## config.mk

```make
export PLATFORM = sky130hd
export DESIGN_NAME = asym_fifo_w2n
export DESIGN_NICKNAME = d
export VERILOG_FILES = /design/src/rtl/asym_fifo_pkg.sv /design/src/rtl/asym_fifo_ram.sv /design/src/rtl/asym_fifo_w2n.sv
export SDC_FILE = /design/constraint.sdc
export NUM_CORES = 2
export LEC_CHECK = 0
export CAP_MARGIN = 40
export CORE_UTILIZATION = 50
export DETAILED_ROUTE_END_ITERATION = 16
export HOLD_SLACK_MARGIN = 0.08
export PLACE_DENSITY = 0.64
export REMOVE_ABC_BUFFERS = 1
export SETUP_SLACK_MARGIN = 0.5
export SYNTH_ARGS = -nofsm -noshare
export SYNTH_HDL_FRONTEND = slang
export SYNTH_SLANG_ARGS = --single-unit
export TNS_END_PERCENT = 100
```

## constraint.sdc

```tcl
create_clock -name clk -period 4.8 [get_ports clk]
set_clock_uncertainty 0.05 [all_clocks]
set_input_delay 1.44 -clock clk [delete_from_list [all_inputs] [get_ports clk]]
set_output_delay 1.44 -clock clk [all_outputs]
set_load 0.005 [all_outputs]
```

## src/rtl/asym_fifo_pkg.sv

```systemverilog
// asym_fifo_pkg: shared constant functions for the wide-write / narrow-read FIFO.
//   fifo_max / fifo_min / fifo_log2 : elaboration-time helpers
//   ratio_of / log2_ratio_of        : derive RATIO = WIDTHA/WIDTHB and its log2
//   ratio_legal                     : 1 when WIDTHA/WIDTHB is an exact power of two >= 2;
//                                     users raise an elaboration error when it returns 0
package asym_fifo_pkg;

    function automatic int unsigned fifo_max(input int unsigned a, input int unsigned b);
        return (a > b) ? a : b;
    endfunction

    function automatic int unsigned fifo_min(input int unsigned a, input int unsigned b);
        return (a < b) ? a : b;
    endfunction

    // Ceiling log2; fifo_log2(1) = 0.
    function automatic int unsigned fifo_log2(input int unsigned v);
        int unsigned r;
        r = 0;
        while (((32'd1 << r) < v) && (r < 31)) begin
            r++;
        end
        return r;
    endfunction

    function automatic int unsigned ratio_of(input int unsigned wa, input int unsigned wb);
        return (wb == 0) ? 0 : wa / wb;
    endfunction

    function automatic int unsigned log2_ratio_of(input int unsigned wa, input int unsigned wb);
        return fifo_log2(ratio_of(wa, wb));
    endfunction

    function automatic bit ratio_legal(input int unsigned wa, input int unsigned wb);
        int unsigned r;
        if (wb == 0 || (wa % wb) != 0) begin
            return 1'b0;
        end
        r = wa / wb;
        return (r >= 2) && ((r & (r - 1)) == 0);
    endfunction

endpackage

```

## src/rtl/asym_fifo_ram.sv

```systemverilog
// asym_fifo_ram: single-clock dual-port storage, wide write port / narrow registered read port.
// Storage is one narrow-word array of SIZEB entries; wide lane i lands at {waddr_i, i}.
// Ports:
//   clk_i    clock
//   rst_i    synchronous active-high reset (clears the read register only)
//   we_i     write enable, waddr_i wide-word address, wdata_i wide data
//   re_i     read enable, raddr_i narrow-word address
//   rdata_o  registered narrow read data, holds when re_i is low
module asym_fifo_ram
    import asym_fifo_pkg::*;
#(
    parameter int unsigned WIDTHA     = 32,
    parameter int unsigned WIDTHB     = 8,
    parameter int unsigned SIZEB      = 256,
    parameter int unsigned ADDRWIDTHA = 6,
    parameter int unsigned ADDRWIDTHB = 8
) (
    input  logic                  clk_i,
    input  logic                  rst_i,
    input  logic                  we_i,
    input  logic [ADDRWIDTHA-1:0] waddr_i,
    input  logic [WIDTHA-1:0]     wdata_i,
    input  logic                  re_i,
    input  logic [ADDRWIDTHB-1:0] raddr_i,
    output logic [WIDTHB-1:0]     rdata_o
);

    localparam int unsigned Ratio    = ratio_of(WIDTHA, WIDTHB);
    localparam int unsigned LaneBits = fifo_max(1, log2_ratio_of(WIDTHA, WIDTHB));

    logic [WIDTHB-1:0]             mem [SIZEB];
    logic [Ratio-1:0][WIDTHB-1:0]  lanes;
    logic [WIDTHB-1:0]             rdata_q;

    // Split the wide word into narrow lanes, least-significant lane first.
    for (genvar i = 0; i < Ratio; i++) begin : g_lane
        assign lanes[i] = wdata_i[i*WIDTHB +: WIDTHB];
    end

    always_ff @(posedge clk_i) begin
        if (we_i) begin
            for (int unsigned i = 0; i < Ratio; i++) begin
                mem[{waddr_i, LaneBits'(i)}] <= lanes[LaneBits'(i)];
            end
        end
    end

    // Output register carries the reset so the array itself can map to block RAM.
    always_ff @(posedge clk_i) begin
        if (rst_i) begin
            rdata_q <= '0;
        end else if (re_i) begin
            rdata_q <= mem[raddr_i];
        end
    end

    assign rdata_o = rdata_q;

endmodule

```

## src/rtl/asym_fifo_w2n.sv

```systemverilog
// asym_fifo_w2n: single-clock asymmetric FIFO, wide words in on port A, narrow words out on
// port B, least-significant lane first. Occupancy and flags are in narrow-word units.
// Build option: define ASYM_FIFO_ERR_EN to build the sticky overflow/underflow registers;
// otherwise both outputs are tied to 0.
// Ports:
//   clk        clock, rising edge
//   rst        synchronous active-high reset, discards all contents
//   weA, diA   write request / wide data; fullA = write not accepted this cycle
//   reB        read request; doB registered narrow data, validB = doB new this cycle
//   emptyB     no narrow word available; countB occupancy in narrow words
//   overflow   sticky: write attempted while fullA
//   underflow  sticky: read attempted while emptyB
module asym_fifo_w2n
    import asym_fifo_pkg::*;
#(
    parameter int unsigned WIDTHA     = 32,
    parameter int unsigned SIZEA      = 64,
    parameter int unsigned ADDRWIDTHA = 6,
    parameter int unsigned WIDTHB     = 8,
    parameter int unsigned SIZEB      = 256,
    parameter int unsigned ADDRWIDTHB = 8
) (
    input  logic                  clk,
    input  logic                  rst,
    input  logic                  weA,
    input  logic [WIDTHA-1:0]     diA,
    output logic                  fullA,
    input  logic                  reB,
    output logic [WIDTHB-1:0]     doB,
    output logic                  validB,
    output logic                  emptyB,
    output logic [ADDRWIDTHB:0]   countB,
    output logic                  overflow,
    output logic                  underflow
);

    localparam int unsigned RATIO     = ratio_of(WIDTHA, WIDTHB);
    localparam int unsigned LOG2RATIO = log2_ratio_of(WIDTHA, WIDTHB);

    localparam logic [ADDRWIDTHB:0] RatioCnt = (ADDRWIDTHB + 1)'(RATIO);
    localparam logic [ADDRWIDTHB:0] FullThr  = (ADDRWIDTHB + 1)'(SIZEB - RATIO);

    if (!ratio_legal(WIDTHA, WIDTHB) || (SIZEB != SIZEA * RATIO) ||
        (ADDRWIDTHB != ADDRWIDTHA + LOG2RATIO) || ((32'd1 << ADDRWIDTHA) != SIZEA))
    begin : g_param_err
        $error("asym_fifo_w2n: WIDTHA/WIDTHB must be a power of two >= 2 with consistent sizes");
    end

    logic [ADDRWIDTHA-1:0] wr_ptr_q, wr_ptr_d;
    logic [ADDRWIDTHB-1:0] rd_ptr_q, rd_ptr_d;
    logic [ADDRWIDTHB:0]   count_q, count_d;
    logic                  valid_q;
    logic                  full, empty, wr_acc, rd_acc;

    // Full as soon as a whole wide word no longer fits, so a partially drained slot blocks.
    assign full   = (count_q > FullThr);
    assign empty  = (count_q == '0);
    // No bypass: a read is judged against the registered count only.
    assign wr_acc = weA && !full;
    assign rd_acc = reB && !empty;

    always_comb begin
        wr_ptr_d = wr_ptr_q;
        rd_ptr_d = rd_ptr_q;
        count_d  = count_q;
        if (wr_acc) begin
            wr_ptr_d = wr_ptr_q + ADDRWIDTHA'(1);
            count_d  = count_d + RatioCnt;
        end
        if (rd_acc) begin
            rd_ptr_d = rd_ptr_q + ADDRWIDTHB'(1);
            count_d  = count_d - (ADDRWIDTHB + 1)'(1);
        end
    end

    always_ff @(posedge clk) begin
        if (rst) begin
            wr_ptr_q <= '0;
            rd_ptr_q <= '0;
            count_q  <= '0;
            valid_q  <= 1'b0;
        end else begin
            wr_ptr_q <= wr_ptr_d;
            rd_ptr_q <= rd_ptr_d;
            count_q  <= count_d;
            valid_q  <= rd_acc;
        end
    end

    asym_fifo_ram #(
        .WIDTHA     (WIDTHA),
        .WIDTHB     (WIDTHB),
        .SIZEB      (SIZEB),
        .ADDRWIDTHA (ADDRWIDTHA),
        .ADDRWIDTHB (ADDRWIDTHB)
    ) u_ram (
        .clk_i   (clk),
        .rst_i   (rst),
        .we_i    (wr_acc),
        .waddr_i (wr_ptr_q),
        .wdata_i (diA),
        .re_i    (rd_acc),
        .raddr_i (rd_ptr_q),
        .rdata_o (doB)
    );

`ifdef ASYM_FIFO_ERR_EN
    logic ovf_q, udf_q;

    always_ff @(posedge clk) begin
        if (rst) begin
            ovf_q <= 1'b0;
            udf_q <= 1'b0;
        end else begin
            if (weA && full) begin
                ovf_q <= 1'b1;
            end
            if (reB && empty) begin
                udf_q <= 1'b1;
            end
        end
    end

    assign overflow  = ovf_q;
    assign underflow = udf_q;
`else
    assign overflow  = 1'b0;
    assign underflow = 1'b0;
`endif

    assign fullA  = full;
    assign emptyB = empty;
    assign countB = count_q;
    assign validB = valid_q;

endmodule

```

==> metrics.md <==
| Metric | Value |
|---|---|
| Core Area | `159000 um^2` |
| Setup crit end kind | `output pin` |
| Placed instance area | `84900 um^2` |
| Initial drt markers | `5154` |
| RSZ-0062 raised after global routing | `false` |
| Final Slew Violations | `0` |
| Via density | `6.47` |
| GP Congestion | `0.900` |
| Total of max-cap violations | `0` |
| Mean Syn Cell Area | `22.1 um^2` |
| Outcome | `complete, no violations` |
| Initial antenna violation count | `16` |
| Critical-path top delay cell | `clkdlybuf4s50_1` |
| Ys async rst share | `0%` |
| Die area | `162000 um^2` |
| Vias | `40000` |
| Startpoint types | `flip-flop` |
| #FFs+latches synth | `2080` |
| Top_reg_cell synth | `edfxtp_1` |
| Max_slew headroom | `35.5%` |
| CTS tree | `done` |
| Share of cells above drive strength 1 | `27.7%` |
| Clock slew at reported path FFs | `0.06 ns` |
| Clock Path Buffers | `3` |
| Cts repair resizes | `0` |
| CP peak stage delay | `0.50 ns` |
| Vias in the first global route | `39400` |
| Clk_lat worst skew | `0.84 ns` |
| Fmax | `245 MHz` |
| Tightest Pin Transition | `0.962 ns` |
| DRC | `0` |
| First-pass GRT wire length | `303000 um` |
| Worst EP arrival | `2.59 ns` |
| Global Route Usage Sum | `27.0%` |
| Leak Pwr | `27.9 nW` |
| Reg area | `62200 um^2` |
| Yosys cell types | `66` |
| Postcts setup bufs | `0` |
| Fillers | `11400` |
| Total CTS buffers | `203` |
| # IOs | `58` |
| Register area share after synthesis | `77.5%` |
| Post-route design area | `91300 um^2` |
| Final nets | `3984` |
| # rows | `146` |
| Period utilization | `85.0%` |
| Commonest cells post-synth | `edfxtp_1 (2048), mux4_2 (465), mux2i_1 (259), nor2_1 (115), clkbuf_1 (65)` |
| Drt total wl | `217000 um` |
| DR pass1 iterations | `6` |
| Required @ worst endpoint | `3.31 ns` |
| Die width | `403 um` |
| Area of the multi-input gates | `17100 um^2` |
| Hold WS | `0.487 ns` |
| Minimum clock period | `4.08 ns` |
| Post-synthesis cell area | `80200 um^2` |
| Hold depth | `2` |
| Cells after DPL | `5808` |
| Peak VDD IR | `0.367 mV` |
| Initial Util | `50.5%` |
| WS Path Type | `flip-flop to output pin` |
| Port Buffers | `55` |
| Hold Fails Final Rpt | `0` |
| Clock Sinks | `2080` |
| Pwr/cell area | `472 nW/um^2` |
| CP cell instances | `inv_1 > ha_1 > or4b_1 > nor2_1 > clkdlybuf4s50_1` |
| Yosys top cell area share | `76.7%` |
| Cell count after synthesis | `3634` |
| CTS root buf | `clkbuf_16` |
| # setup viols final | `0` |
| Leading area contributor after synthesis | `edfxtp_1` |
| Fin Setup TNS | `0 ns` |
| Die height | `403 um` |
| Dpl hpwl | `128000 um` |
| Number of enable flip-flop cells after synthesis | `2048` |
| # hold bufs at CTS | `0` |
| H-tree lvl count | `4` |
| Synth Warn # | `0` |
| Final ANT Viol Nets | `0` |
| Syn-to-layout area delta | `13.8%` |
| FF-to-FF setup slack | `1.05 ns` |
| Most frequent cell after synthesis | `edfxtp_1` |
| Largest net degree at the start of global routing | `65` |
| Worst reg-to-reg path cell count | `7` |
| Post-route insts no fill | `6188` |
| Hold Crit Class | `flip-flop to flip-flop` |
| Total congestion overflow | `0` |
| Critical path peak fanout | `3` |
| Routed wire per std cell | `35.1 um` |
| Synth area leaders | `edfxtp_1 (77%), mux4_2 (13%), mux2i_1 (3.2%), dfxtp_1 (0.80%), nor2_1 (0.54%)` |
-- per-layer routing --
| metal | global-route usage, % | up-vias | part of all wire (%) |
|---|---|---|---|
| met3 | 5.29 | 379 | 9.1 |
| met4 | 8.72 | 4 | 3.4 |
| met1 | 37.9 | 21500 | 39 |
| li1 | - | 16000 | - |
| met2 | 42.9 | 2123 | 48 |
| met5 | 0 | - | 0.012 |
-- kinds of logic after synthesis --
kind of cell,after synthesis,synth area share [%]
DFF,2080,77.5
muxes,741,16.5
AOI/OAI and AO/OA,292,2.51
and+or+nand+nor,280,1.61
buffers and inverters,213,1.55
xor gates and xnor gates,21,0.229
adders and majority gates,6,0.0936
other,1,0.00468
-- power breakdown --
part           switching, mW  total [mW]  internal [mW]
sequential             0.280        20.5           20.2
clock                   6.72        15.2           8.51
combinational           4.07        7.37           3.30
total                   11.1        43.1           32.0
-- sequential cells by signal (all words and copies together) (netlist names) --
name           cells
countB             9
u_ram.mem       2048
rd_ptr_q           8
validB             1
wr_ptr_q           6
u_ram.rdata_o      8
-- per-stage QoR --
step / util, % / setup slack (ns) / power (mW)
2_1_floorplan: - / -19.74 / 25.0
4_1_cts: 57.5 / 0.659 / 43.3
3_5_place_dp: 53.5 / 0.743 / 28.2
6_report: 57.5 / 0.718 / 43.1
5_1_grt: 57.5 / 0.582 / 44.3
3_3_place_gp: 53.2 / 0.762 / 28.2
-- worst max-delay path, delay by kind of cell (launching register included) --
kind | cells | cell delay [ns]
fa+ha+maj | 1 | 0.19
simple gates | 2 | 0.61
buf+inv | 2 | 0.61
flops | 1 | 0.34
-- cells in the final DEF, fill, tap and decap left out, types with 40 or more instances in the layout --
master     count
buf_4        229
o22ai_1       50
nand2_1       64
nor2_2        45
clkinv_2      46
a22oi_1       40
clkbuf_16    204
mux2i_1      259
edfxtp_1    2048
a21oi_1       43
nor2_1        48
mux4_2       465
clkbuf_1      52
-- path summary, 6_finish.rpt --
path,from,to
worst max-delay path,countB[0],emptyB
worst min-delay path,countB[1],countB[1]
worst max register to register,rd_ptr_q[0],u_ram.rdata_o[5]
worst min register to register,countB[1],countB[1]
-- final cells by class --
class | count | share of cell area [%]
Antenna cell | 4 | 0.0110
Clock buffer | 259 | 5.85
Clock inverter | 116 | 1.09
Inverter | 9 | 0.0384
Multi-Input combinational cell | 1342 | 18.8
Sequential cell | 2080 | 68.1
Tap cell | 2072 | 2.84
Timing Repair Buffer | 306 | 3.30
(Power assumes the default switching activity.)
